`src/rtl/jt900h_muldiv_pkg.sv`:
```
// +----------------------------------------------------------------------+
// | jt900h_muldiv_pkg                                                    |
// | Opcode and state encodings for the iterative multiply/divide unit.   |
// | Revision: 1.0                                                        |
// +----------------------------------------------------------------------+
`default_nettype none

package jt900h_muldiv_pkg;

  localparam logic [1:0] MD_MUL  = 2'd0;
  localparam logic [1:0] MD_MULS = 2'd1;
  localparam logic [1:0] MD_DIV  = 2'd2;
  localparam logic [1:0] MD_DIVS = 2'd3;

  typedef enum logic [1:0] {
    MD_IDLE = 2'd0,
    MD_CALC = 2'd1,
    MD_FIX  = 2'd2,
    MD_DONE = 2'd3
  } md_state_t;

endpackage

`default_nettype wire

```
`src/rtl/jt900h_muldiv_step.sv`:
```
// +----------------------------------------------------------------------+
// | jt900h_muldiv_step                                                   |
// | BPC chained MSB-first shift-add / restoring-subtract iterations.     |
// | Revision: 1.0                                                        |
// +----------------------------------------------------------------------+
`default_nettype none

module jt900h_muldiv_step
  import jt900h_muldiv_pkg::*;
#(
  parameter int DW  = 16,
  parameter int BPC = 1
) (
  input  logic              i_div,
  input  logic [DW-1:0]     i_a,
  input  logic [2*DW-1:0]   i_acc,
  input  logic [DW-1:0]     i_sh,
  output logic [2*DW-1:0]   o_acc,
  output logic [DW-1:0]     o_sh
);

  logic [2*DW-1:0] w_acc [BPC+1];
  logic [DW-1:0]   w_sh  [BPC+1];

  assign w_acc[0] = i_acc;
  assign w_sh[0]  = i_sh;

  // Multiply: acc = 2*acc + bit*a. Divide: low DW bits of acc hold the
  // partial remainder, quotient bits enter the shifter at its LSB.
  for (genvar k = 0; k < BPC; k++) begin : g_stage
    logic [DW:0]   w_t;
    logic [DW:0]   w_diff;
    logic          w_ge;
    logic [DW-1:0] w_addend;

    assign w_t      = {w_acc[k][DW-1:0], w_sh[k][DW-1]};
    assign w_diff   = w_t - {1'b0, i_a};
    assign w_ge     = w_t >= {1'b0, i_a};
    assign w_addend = w_sh[k][DW-1] ? i_a : {DW{1'b0}};

    assign w_acc[k+1] = i_div ? {{(DW-1){1'b0}}, (w_ge ? w_diff : w_t)}
                              : {w_acc[k][2*DW-2:0], 1'b0} + {{DW{1'b0}}, w_addend};
    assign w_sh[k+1]  = {w_sh[k][DW-2:0], i_div & w_ge};
  end

  assign o_acc = w_acc[BPC];
  assign o_sh  = w_sh[BPC];

endmodule

`default_nettype wire

```
`src/rtl/jt900h_muldiv.sv`:
```
// +----------------------------------------------------------------------+
// | jt900h_muldiv                                                        |
// | Iterative MUL/MULS/DIV/DIVS unit for the TLCS-900H core.             |
// | Revision: 1.0                                                        |
// +----------------------------------------------------------------------+
`default_nettype none

module jt900h_muldiv
  import jt900h_muldiv_pkg::*;
#(
  parameter int DW  = 16,
  parameter int BPC = 1
) (
  input  logic            rst,
  input  logic            clk,
  input  logic            i_cen,
  input  logic            i_start,
  input  logic [1:0]      i_op,
  input  logic            i_wide,
  input  logic [2*DW-1:0] i_op0,
  input  logic [DW-1:0]   i_op1,
  output logic            o_busy,
  output logic            o_done,
  output logic [2*DW-1:0] o_dout,
  output logic            o_v
);

  localparam int HW = DW / 2;
  localparam int CW = $clog2(DW);
  localparam logic [CW-1:0] C_CNT_W = CW'(DW / BPC - 1);
  localparam logic [CW-1:0] C_CNT_H = CW'(HW / BPC - 1);

  function automatic logic [DW-1:0] f_neg1(input logic [DW-1:0] x, input logic wide);
    logic [DW-1:0] n;
    n = -x;
    return wide ? n : {{HW{1'b0}}, n[HW-1:0]};
  endfunction

  function automatic logic [2*DW-1:0] f_neg2(input logic [2*DW-1:0] x, input logic wide);
    logic [2*DW-1:0] n;
    n = -x;
    return wide ? n : {{DW{1'b0}}, n[DW-1:0]};
  endfunction

  md_state_t       r_state, w_next;
  logic [1:0]      r_op;
  logic            r_wide, r_neg, r_rneg, r_big, r_v;
  logic [2*DW-1:0] r_acc, r_op0, r_dout;
  logic [DW-1:0]   r_sh, r_a;
  logic [CW-1:0]   r_cnt;

  // Start-cycle operand conditioning: masking to N, signs, magnitudes
  logic [DW-1:0]   w_a, w_b, w_am, w_bm, w_hi, w_lo;
  logic [2*DW-1:0] w_d, w_dm;
  logic            w_sa, w_sb, w_sd, w_ovf, w_exc;

  assign w_a  = i_wide ? i_op0[DW-1:0] : {{HW{1'b0}}, i_op0[HW-1:0]};
  assign w_b  = i_wide ? i_op1 : {{HW{1'b0}}, i_op1[HW-1:0]};
  assign w_d  = i_wide ? i_op0 : {{DW{1'b0}}, i_op0[DW-1:0]};
  assign w_sa = i_op[0] & (i_wide ? i_op0[DW-1]   : i_op0[HW-1]);
  assign w_sb = i_op[0] & (i_wide ? i_op1[DW-1]   : i_op1[HW-1]);
  assign w_sd = i_op[0] & (i_wide ? i_op0[2*DW-1] : i_op0[DW-1]);
  assign w_am = w_sa ? f_neg1(w_a, i_wide) : w_a;
  assign w_bm = w_sb ? f_neg1(w_b, i_wide) : w_b;
  assign w_dm = w_sd ? f_neg2(w_d, i_wide) : w_d;
  assign w_hi = i_wide ? w_dm[2*DW-1:DW] : {{HW{1'b0}}, w_dm[DW-1:HW]};
  assign w_lo = i_wide ? w_dm[DW-1:0]    : {w_dm[HW-1:0], {HW{1'b0}}};
  assign w_ovf = w_hi >= w_bm;
  assign w_exc = i_op[1] & ((w_b == '0) | (~i_op[0] & w_ovf));

  logic [2*DW-1:0] w_acc_nx;
  logic [DW-1:0]   w_sh_nx;

  jt900h_muldiv_step #(.DW(DW), .BPC(BPC)) u_step (
    .i_div (r_op[1]),
    .i_a   (r_a),
    .i_acc (r_acc),
    .i_sh  (r_sh),
    .o_acc (w_acc_nx),
    .o_sh  (w_sh_nx)
  );

  // Sign fix-up of the unsigned magnitude result
  logic [DW-1:0]   w_qs, w_rs, w_half;
  logic [2*DW-1:0] w_prod, w_divres;
  logic            w_sovf;

  assign w_half   = r_wide ? {1'b1, {(DW-1){1'b0}}} : {{HW{1'b0}}, 1'b1, {(HW-1){1'b0}}};
  assign w_qs     = r_neg  ? f_neg1(r_sh, r_wide) : r_sh;
  assign w_rs     = r_rneg ? f_neg1(r_acc[DW-1:0], r_wide) : r_acc[DW-1:0];
  assign w_prod   = r_neg  ? f_neg2(r_acc, r_wide) : r_acc;
  assign w_divres = r_wide ? {w_rs, w_qs} : {{DW{1'b0}}, w_rs[HW-1:0], w_qs[HW-1:0]};
  assign w_sovf   = r_op[0] & (r_big | (r_sh > w_half) | ((r_sh == w_half) & ~r_neg));

  always_ff @(posedge clk or posedge rst) begin
    if (rst) r_state <= MD_IDLE;
    else if (i_cen) r_state <= w_next;
  end

  always_comb begin
    w_next = r_state;
    case (r_state)
      MD_IDLE: if (i_start) w_next = w_exc ? MD_DONE : MD_CALC;
      MD_CALC: if (r_cnt == '0) w_next = MD_FIX;
      MD_FIX:  w_next = MD_DONE;
      default: w_next = MD_IDLE;
    endcase
  end

  always_ff @(posedge clk or posedge rst) begin
    if (rst) begin
      r_op   <= '0;
      r_wide <= 1'b0;
      r_acc  <= '0;
      r_sh   <= '0;
      r_a    <= '0;
      r_op0  <= '0;
      r_cnt  <= '0;
      r_neg  <= 1'b0;
      r_rneg <= 1'b0;
      r_big  <= 1'b0;
      r_dout <= '0;
      r_v    <= 1'b0;
    end else if (i_cen) begin
      case (r_state)
        MD_IDLE: if (i_start) begin
          r_op   <= i_op;
          r_wide <= i_wide;
          r_op0  <= w_d;
          r_cnt  <= i_wide ? C_CNT_W : C_CNT_H;
          r_neg  <= (i_op[1] ? w_sd : w_sa) ^ w_sb;
          r_rneg <= w_sd;
          // DIVS whose magnitude quotient needs more than N bits
          r_big  <= i_op[0] & w_ovf;
          if (i_op[1]) begin
            r_acc <= {{DW{1'b0}}, w_hi};
            r_sh  <= w_lo;
            r_a   <= w_bm;
          end else begin
            r_acc <= '0;
            r_sh  <= i_wide ? w_bm : {w_bm[HW-1:0], {HW{1'b0}}};
            r_a   <= w_am;
          end
          if (w_exc) begin
            r_v    <= 1'b1;
            r_dout <= w_d;
          end
        end
        MD_CALC: begin
          r_acc <= w_acc_nx;
          r_sh  <= w_sh_nx;
          r_cnt <= r_cnt - 1'b1;
        end
        MD_FIX: begin
          if (r_op[1]) begin
            r_v    <= w_sovf;
            r_dout <= w_sovf ? r_op0 : w_divres;
          end else begin
            r_v    <= 1'b0;
            r_dout <= w_prod;
          end
        end
        default: ;
      endcase
    end
  end

  assign o_busy = (r_state != MD_IDLE);
  assign o_done = (r_state == MD_DONE);
  assign o_dout = r_dout;
  assign o_v    = r_v;

endmodule

`default_nettype wire

```
`config.mk`:
```
export PLATFORM = sky130hd
export DESIGN_NAME = jt900h_muldiv
export DESIGN_NICKNAME = d
export VERILOG_FILES = /design/src/rtl/jt900h_muldiv_pkg.sv /design/src/rtl/jt900h_muldiv_step.sv /design/src/rtl/jt900h_muldiv.sv
export SDC_FILE = /design/constraint.sdc
export NUM_CORES = 1
export LEC_CHECK = 0
export ABC_AREA = 1
export ABC_CLOCK_PERIOD_IN_PS = 5150
export CELL_PAD_IN_SITES_DETAIL_PLACEMENT = 1
export CELL_PAD_IN_SITES_GLOBAL_PLACEMENT = 2
export CORE_UTILIZATION = 33
export CTS_CLUSTER_DIAMETER = 100
export DETAILED_ROUTE_END_ITERATION = 12
export GPL_TIMING_DRIVEN = 0
export PLACE_DENSITY = 0.92
export SKIP_LAST_GASP = 1
export SLEW_MARGIN = 40
export SYNTH_ARGS = -nofsm -noshare
export SYNTH_HDL_FRONTEND = slang
export SYNTH_SLANG_ARGS = --single-unit
```
`constraint.sdc`:
```
create_clock -name clk -period 5.15 [get_ports clk]
set_input_delay 1.03 -clock clk [delete_from_list [all_inputs] [get_ports clk]]
set_output_delay 1.03 -clock clk [all_outputs]
set_load 0.005 [all_outputs]
```
==> results.yml <==
run_status:
  outcome: "completed"
pwr:
  ir_drop_uv: 295
  p_comb_share_pct: 64.7
  p_clk_share_pct: 13.1
  power_density_nw_per_um2: 608
  internal-power_mw: 4.25
  netSwitchingFraction_pct: 55.7
  netSwitchingPower_mw: 5.36
  power_leakage_nw: 7.66
  seqPwrFrac_pct: 22.2
hold_path:
  hp-start: "o_dout[16]"
  hp-class: "flop to flop"
final_layout:
  syn2layout_area_growth_pct: 16.0
  fill_cells: 5428
  fin_util_pct: 38.8
  drive_above_1_share_pct: 6.09
  final_common_cell: "nand2_1"
  diodes: 0
  final_cell_mix: "nand2_1 (645), inv_1 (231), nand3_1 (221)"
  final_nets: 2419
global_route:
  first_global_vias: 16300
  grt_start_max_net_pins: 76
  grt_usage_pct: 32.2
  grt_remaining_overflow: 0
  grt_pass1_wl_um: 100000
  antenna_found_initial: 0
placed_design:
  gp_congestion: 1.02
  place.detailed.hpwl_um: 55200
  portBuffers: 88
drt:
  final_antenna_net_count: 0
  first_pass_iters: 6
  drt-initial-drc-count: 1429
  vias_per_cell: 5.63
  wl_per_cell_um: 23.6
  route.detailed.drc: 0
  vias: 16000
  wl_um: 67200
timing:
  finalSetupViolations: 0
  timing.final.crit_share_pct: 96.2
  clock-skew-final_ns: 0.0187
  drv_slew: 0
  finalHoldViolCount: 0
  worst_slew_pin_slew_ns: 0.809
  final.min_clock_period_ns: 4.95
  clock.fmax_ghz: 0.202
  relSlewSlack_pct: 46.1
  setup_tns_ns: 0
  rsz0062_at_grt: "false"
logic_synthesis:
  synth_cell_types: 55
  synth_ff_type: "dfrtp_1"
  synth_cells: 2194
  yosys_warnings: 0
  syn_area_um2: 13600
  synth-edff-count: 0
  synth-async-reset-ratio_pct: 100
  syn_avg_cell_area_um2: 6.21
  syn_nets: 2311
  ys_ff_latch: 141
  synth_seq_area_share_pct: 25.9
setup_path:
  path_class: "input pin to flop"
  worstPathRequired_ns: 5.53
  crit_path_end_kind: "flop"
  crit_fanout: 10
  worstSetupStartpointType: "input pin"
  cp_data_arrival_time_ns: 5.34
  timing.rr.start: "r_sh[15]"
  startpoint: "i_op0[1]"
floorplanning:
  dieWidth_um: 205
  die-area_um2: 42100
  row_count: 74
  initial_utilization_pct: 33.5
  num_io_pins: 90
  placeableCoreArea_um2: 40700
  die_height_um: 205
clock_network:
  htree_levels: 4
  clk_pin_slew_worst_paths_ns: 0.07
  clk_root_buffer_cell: "clkbuf_16"
  cts_setup_buffers: 0
  numCtsBuffers: 17
  cts_tree: "done"
  cts_hold_buf: 0
  clock_sinks: 141
  clkLatencyLatePin_ns: 0.45
  clock_path_buffers: 2
job:
  maxCapViolCount: 0
## kinds of logic after synthesis
group           share of synthesized area [%]
simple gates                             37.9
flops                                    25.9
buf+inv                                  10.0
fa+ha+maj                                5.80
compound gates                           17.0
xor+xnor                                 3.34
## critical path, cell delays in order
cell	delay [ns]
clkdlybuf4s50_1	0.45
inv_1	0.18
ha_1	0.24
nand3_2	0.15
nor2_4	0.25
nand2_4	0.11
nor2_4	0.17
nand3_1	0.09
nand2_1	0.15
or2_0	0.13
nand3_1	0.21
and2_1	0.24
ha_1	0.28
nand2_1	0.06
nor2_1	0.15
nand2_1	0.07
nand2_1	0.05
nand2_1	0.04
nand3_1	0.16
nand2_1	0.07
nand2_1	0.16
nand2_2	0.11
a21oi_4	0.31
buf_6	0.20
nand3_1	0.13
nand2_1	0.10
## state kept, by name, summed over array words and instances, names as in the netlist
name and cells:
r_neg 1, r_op 2, o_v 1, r_rneg 1
r_state 2, r_big 1, r_acc 32, o_dout 32
r_cnt 4, r_sh 16, r_wide 1, r_op0 32
r_a 16
## synth_stat cells, types with 17 or more instances
cell	instances	share of area [%]
ha_1	60	5.5
nand2_1	647	18
a21oi_1	125	4.6
nor2_1	187	5.2
buf_2	20	0.73
o211ai_1	21	1.2
inv_1	234	6.4
nand4_1	50	2.3
nand3_1	221	8.1
o21ai_0	168	6.2
inv_2	17	0.47
xor2_1	42	2.7
dfrtp_1	141	26
o21ai_1	28	1.0
clkbuf_1	43	1.2
## repair_timing
action,CTS,global route
resized for setup,4,6
gates cloned,0,0
setup endpoints to repair,33,33
endpoints found under the hold margin,0,0
## final timing paths
| kind | endpoint | slack [ns] | cells after the start |
|---|---|---|---|
| hold reg to reg | o_dout[16] | 0.48 | 2 |
| hold / removal | o_dout[16] | 0.48 | 2 |
| setup / recovery | o_dout[13] | 0.20 | 26 |
| max in group asynchronous | r_acc[9] | 3.33 | 3 |
| setup reg to reg | r_acc[16] | 1.81 | 14 |
| min in group asynchronous | r_state[0] | 1.02 | 2 |
## stage by stage
| step | instances | power [mW] | hold WS (ns) | area [um^2] | setup slack [ns] |
|---|---|---|---|---|---|
| 3_3_place_gp | 2814 | 8.04 | 0.458 | 15200 | -1.91 |
| 2_1_floorplan | 2194 | 5.85 | 0.440 | 13600 | 0.339 |
| 6_report | 2847 | 9.62 | 0.484 | 15800 | 0.195 |
| 5_1_grt | 2847 | 10.3 | 0.509 | 15800 | 0.00306 |
| 3_5_place_dp | 2815 | 8.21 | 0.469 | 15200 | -0.611 |
| 4_1_cts | 2847 | 9.49 | 0.486 | 15800 | 0.0428 |
## final cells by class
| type | instances | area (um^2) | area share [%] |
|---|---|---|---|
| multi-input cells | 1715 | 8750 | 55.3 |
| flip-flops and latches | 141 | 3530 | 22.3 |
| inverters | 252 | 956 | 6.04 |
| repair buffers | 89 | 911 | 5.76 |
| well taps | 532 | 666 | 4.21 |
| clock buffers | 19 | 453 | 2.86 |
| plain buffers | 86 | 425 | 2.69 |
| clock inverters | 13 | 124 | 0.783 |
## per-layer routing
layer	routed length [um]	share of wire, %	GRT usage [%]
met5	0	0	0
met1	29300	44	41.7
met3	3490	5.2	3.75
met4	3560	5.3	16.7
met2	30800	46	52.4
## power by group through the flow
| stage | Sequential, mW | Clock [mW] | Combinational, mW |
|---|---|---|---|
| 4_1_cts | 2.11 | 1.26 | 6.12 |
| 5_1_grt | 2.17 | 1.29 | 6.83 |
| 6_report | 2.14 | 1.26 | 6.22 |
| 2_1_floorplan | 1.90 | 0 | 3.94 |
| 3_3_place_gp | 2.11 | 0 | 5.93 |
| 3_5_place_dp | 2.13 | 0 | 6.08 |
(Power assumes the default switching activity.)
==> RTL edit 1: new RTL, same flow settings <==
Re-encode `md_state_t` (4 states) as Gray code, 2 bits wide.
--- a/src/rtl/jt900h_muldiv_pkg.sv
+++ b/src/rtl/jt900h_muldiv_pkg.sv
@@ -13,10 +13,10 @@
   localparam logic [1:0] MD_DIVS = 2'd3;
 
   typedef enum logic [1:0] {
-    MD_IDLE = 2'd0,
-    MD_CALC = 2'd1,
-    MD_FIX  = 2'd2,
-    MD_DONE = 2'd3
+    MD_IDLE = 2'b00,
+    MD_CALC = 2'b01,
+    MD_FIX  = 2'b11,
+    MD_DONE = 2'b10
   } md_state_t;
 
 endpackage
Check against the original RTL: no difference found for any inputs over 4 cycles, from zero or initial values and one cycle with rst high; so few cycles prove little.
==> RTL edit 1 against the original RTL <==
  * Synthesized cell count up 4.6%
  * Largest power group unchanged
  * Synthesized area grew 3.1%
  * Die area rose by 3.1%
  * Total power grew 2.1%
  * Worst setup slack improved by 0.078 ns
  * Design area rose by 2.7%
  * Clock skew decreased by 0.0060 ns
  * Global-route usage barely moved
  * Sequential share of layout area down 0.58 points
  * Routed wire length rose by 3.7%
  * Sequential cell count stayed put
  * Clock power rose by 4%
  * Core utilization down 0.11 points
==> RTL edit 1: results (changes against the original RTL) <==
status - completed (unchanged)
post-CTS sizing - 0 (was 4)
VDD IR max - 0.000284 V (was 0.000295 V)
Worst Tran Pin Value - 0.894 ns (was 0.809 ns)
gr usage total - 0.321 (was 0.322)
CTS buffer count - 17 (unchanged)
count of input and output buffers - 87 (was 88)
slowest stage delay, CP - 0.40 ns (was 0.45 ns)
clk slew on worst S/H paths - 0.06 ns
reg-to-reg endpoint - r_acc[29] (was r_acc[16])
Antenna Nets Post-Route - 0 (unchanged)
fin nets - 2513 (was 2419)
total iterations of the first detailed-routing run - 6 (unchanged)
synth cell count leaders - nand2_1 (738), nand3_1 (305), inv_1 (230), nor2_1 (159), dfrtp_1 (141) (was nand2_1 (647), inv_1 (234), nand3_1 (221), nor2_1 (187), o21ai_0 (168))
initial antenna violation count - 0 (unchanged)
global-route wire length before repair - 105000 µm (was 100000 µm)
Register-to-Register Path Depth - 15 (was 14)
dominant cells by area after synthesis - dfrtp_1 (25%), nand2_1 (20%), nand3_1 (11%) (was dfrtp_1 (26%), nand2_1 (18%), nand3_1 (8.1%))
Placement Cell Area - 0.0156 mm² (was 0.0152 mm²)
Placer Congestion - 0.982 (was 1.02)
Post-Synthesis Net Count - 2406 (was 2311)
routed via count - 16829 (was 16039)
internal reg-to-reg setup slack - 1.58 ns (was 1.81 ns)
CP endpoint - o_dout[27] (was o_dout[13])
DRT iter0 DRCs - 1454 (was 1429)
# diodes - 0 (unchanged)
register area share after synthesis - 0.251 (was 0.259)
Clock Skew - 0.0127 ns (was 0.0187 ns)
H-tree depth - 4 (unchanged)
wire per inst - 23.6 µm (about the same)
FF-to-FF Start - r_sh[15] (unchanged)
Synth cell types - 53 (was 55)
Async SR Flop Fraction - 1.00 (unchanged)
largest net degree at the start of global routing - 72 (was 76)
Lkg Pwr - 7.87 nW (was 7.66 nW)
Syn. warnings - 0 (unchanged)
Post-CTS Setup Inserts - 0 (unchanged)
Filler cells - 5557 (was 5428)
worst path arrival time - 5.21 ns (was 5.34 ns)
critical path launch point - i_op0[0] (was i_op0[1])
CP Max Fanout - 10 (unchanged)
HPWL Detailed - 57000 µm (was 55200 µm)
Critical-path top delay cell - clkdlybuf4s50_1 (unchanged)
share of layout cells above drive strength 1 - 0.0605 (was 0.0609)
Hold Path Class - reg2reg (unchanged)
root buf cell - clkbuf_16 (unchanged)
Clk Latency, worst-skew pair - 0.45 ns (about the same)
clock buffer depth - 2 (unchanged)
RTL edit 1: worst min-delay path by stage:
stage | cells past startpoint | endpoint | slack, ns | from
finish | 2 | o_dout[8] | 0.48 | o_dout[8]
global route | 2 | o_dout[20] | 0.51 | o_dout[20]
CTS | 2 | r_op0[15] | 0.48 | r_op0[15]
floorplan | 2 | r_op0[10] | 0.44 | r_op0[10]
global placement | 2 | r_op0[12] | 0.46 | r_op0[12]
detailed placement | 2 | r_op0[15] | 0.47 | r_op0[15]
RTL edit 1: per-stage QoR:
stage          setup slack [ns]  instances
2_1_floorplan             0.339       2294
3_3_place_gp              -1.79       2920
3_5_place_dp             -0.118       2921
4_1_cts                   0.328       2953
5_1_grt                  0.0803       2953
6_report                  0.273       2953
RTL edit 1: worst max-delay path, delay by kind of cell:
family	cells	cell delay, ns
XOR/XNOR	1	0.28
buffers and inverters	4	0.94
adder cells (fa/ha/maj)	2	0.55
AND/OR/NAND/NOR	18	2.37
RTL edit 1: cell families after synthesis:
logic type               after synthesis  share of synthesized area
AO/OA/AOI/OAI                        336                      0.134
XOR/XNOR                              43                     0.0273
adder cells (fa/ha/maj)               57                     0.0518
buffers and inverters                343                      0.103
flip-flops                           141                      0.251
AND/OR/NAND/NOR                     1374                      0.432
RTL edit 1: layout make-up:
cell class                 instances  area [µm²]  share of cell area
clock inverter                     5         104             0.00640
inverter                         250         951              0.0586
buffer                            93         504              0.0311
multi-input combinational       1810        9070               0.559
tap                              539         674              0.0415
timing repair buffer              88         898              0.0553
sequential                       141        3530               0.217
clock buffer                      27         503              0.0310
RTL edit 1: where the power goes:
part	switching, mW	internal (mW)
clock	0.497	0.814
combinational	4.35	2.05
sequential	0.532	1.57
RTL edit 1: routing by layer:
| metal | global-route usage | wire, µm | up-vias |
|---|---|---|---|
| met5 | 0 | 0 | - |
| met4 | 0.170 | 3860 | 0 |
| met3 | 0.0531 | 4290 | 165 |
| met2 | 0.528 | 31900 | 595 |
| met1 | 0.403 | 29600 | 8294 |
| li1 | - | - | 7775 |
==> RTL edit 2: new RTL, same flow settings <==
Made on the original files. `DW` is set to 16 in 2 places; all go to 8.
--- a/src/rtl/jt900h_muldiv_step.sv
+++ b/src/rtl/jt900h_muldiv_step.sv
@@ -8,7 +8,7 @@
 module jt900h_muldiv_step
   import jt900h_muldiv_pkg::*;
 #(
-  parameter int DW  = 16,
+  parameter int DW  = 8,
   parameter int BPC = 1
 ) (
   input  logic              i_div,
--- a/src/rtl/jt900h_muldiv.sv
+++ b/src/rtl/jt900h_muldiv.sv
@@ -8,7 +8,7 @@
 module jt900h_muldiv
   import jt900h_muldiv_pkg::*;
 #(
-  parameter int DW  = 16,
+  parameter int DW  = 8,
   parameter int BPC = 1
 ) (
   input  logic            rst,
Interface: changed (resized i_op0, i_op1 and o_dout); port bits go from 90 to 50. The function was not compared with the original's and may differ.
==> RTL edit 2 against the original RTL <==
  * Sequential cell count decreased by 65
  * Design area shrank 49%
  * Routed wire length is 61% lower
  * Worst setup slack better by 0.42 ns
  * Total power shrank 51%
  * Non-clock buffer count shrank 85
  * Critical endpoint is now o_dout[15]
  * Count of clock-buffer cells in the layout down 9
  * Synthesized area down 50%
==> RTL edit 2: results (changes against the original RTL) <==
status - completed (unchanged)
post-layout util - 0.394 (was 0.388)
ClkCell Share - 0.0383 (was 0.0365)
count of input and output buffers - 47 (was 88)
Placer Congestion - 0.921 (was 1.02)
met1 usage - 0.333 (was 0.417)
fmax - 220 MHz (was 202 MHz)
P_int - 2.28 mW (was 4.25 mW)
wire length on met2 - 12200 µm (was 30800 µm)
HPWL Detailed - 21400 µm (was 55200 µm)
NonClk Buf Share - 0.0874 (was 0.0845)
Placement Cell Area - 0.00770 mm² (was 0.0152 mm²)
gr usage total - 0.252 (was 0.322)
GR Util met2 - 0.417 (was 0.524)
synth cell count leaders - nand2_1 (330), nand3_1 (139), inv_1 (115), dfrtp_1 (76), o21ai_0 (70) (was nand2_1 (647), inv_1 (234), nand3_1 (221), nor2_1 (187), o21ai_0 (168))
Yosys reg bits - 76 (was 141)
share of layout cells above drive strength 1 - 0.0549 (was 0.0609)
routed length on met3 - 1300 µm (was 3490 µm)
Die Wd - 146 µm (was 205 µm)
CP endpoint - o_dout[15] (was o_dout[13])
dominant cells by area after synthesis - dfrtp_1 (28%), nand2_1 (18%), nand3_1 (10%) (was dfrtp_1 (26%), nand2_1 (18%), nand3_1 (8.1%))
H-tree depth - 3 (was 4)
CTS buffer count - 9 (was 17)
register area share after synthesis - 0.277 (was 0.259)
Clk Latency, worst-skew pair - 0.34 ns (was 0.45 ns)
FF-to-FF Start - r_wide (was r_sh[15])
P_clk - 0.674 mW (was 1.26 mW)
M3 GR Usage - 0.0397 (was 0.0375)
routed via count - 7531 (was 16039)
Multi-In Gates - 824 (was 1715)
Metal-1 WL - 12100 µm (was 29300 µm)
Post-Synthesis Net Count - 1137 (was 2311)
clock buffer count - 10 (was 19)
total net switching power - 2.39 mW (was 5.36 mW)
Worst Tran Pin Value - 0.668 ns (was 0.809 ns)
fraction of area in registers - 0.238 (was 0.223)
final WL - 26300 µm (was 67200 µm)
critical path launch point - i_op0[0] (was i_op0[1])
invs w/o clock - 125 (was 252)
reg-to-reg endpoint - o_dout[14] (was r_acc[16])
-- RTL edit 2: cell count changes after synthesis, sizes merged, moves of 21 or more --
cell    change
o21ai     -124
a21oi      -68
nand2     -323
xor2       -25
nand4      -21
dfrtp      -65
clkbuf     -26
ha         -23
nand3      -87
inv       -130
nor2      -138
-- RTL edit 2: per-stage QoR --
step                      cells  hold WS [ns]
after floorplan            1067         0.444
after global placement     1384         0.467
after detailed placement   1385         0.470
after CTS                  1400         0.489
after global routing       1400         0.510
final                      1400         0.479
-- RTL edit 2: worst min-delay path: stages (launching register included) --
cell,delay (ns)
dfrtp_1,0.34
nand2_1,0.05
nand2_1,0.05
-- RTL edit 2: cell families after synthesis --
family	count (synthesis)	synth area share
AND/OR/NAND/NOR	584	0.369
buffers and inverters	167	0.0983
adder cells (fa/ha/maj)	39	0.0733
AO/OA/AOI/OAI	181	0.156
XOR/XNOR	20	0.0255
flip-flops	76	0.277
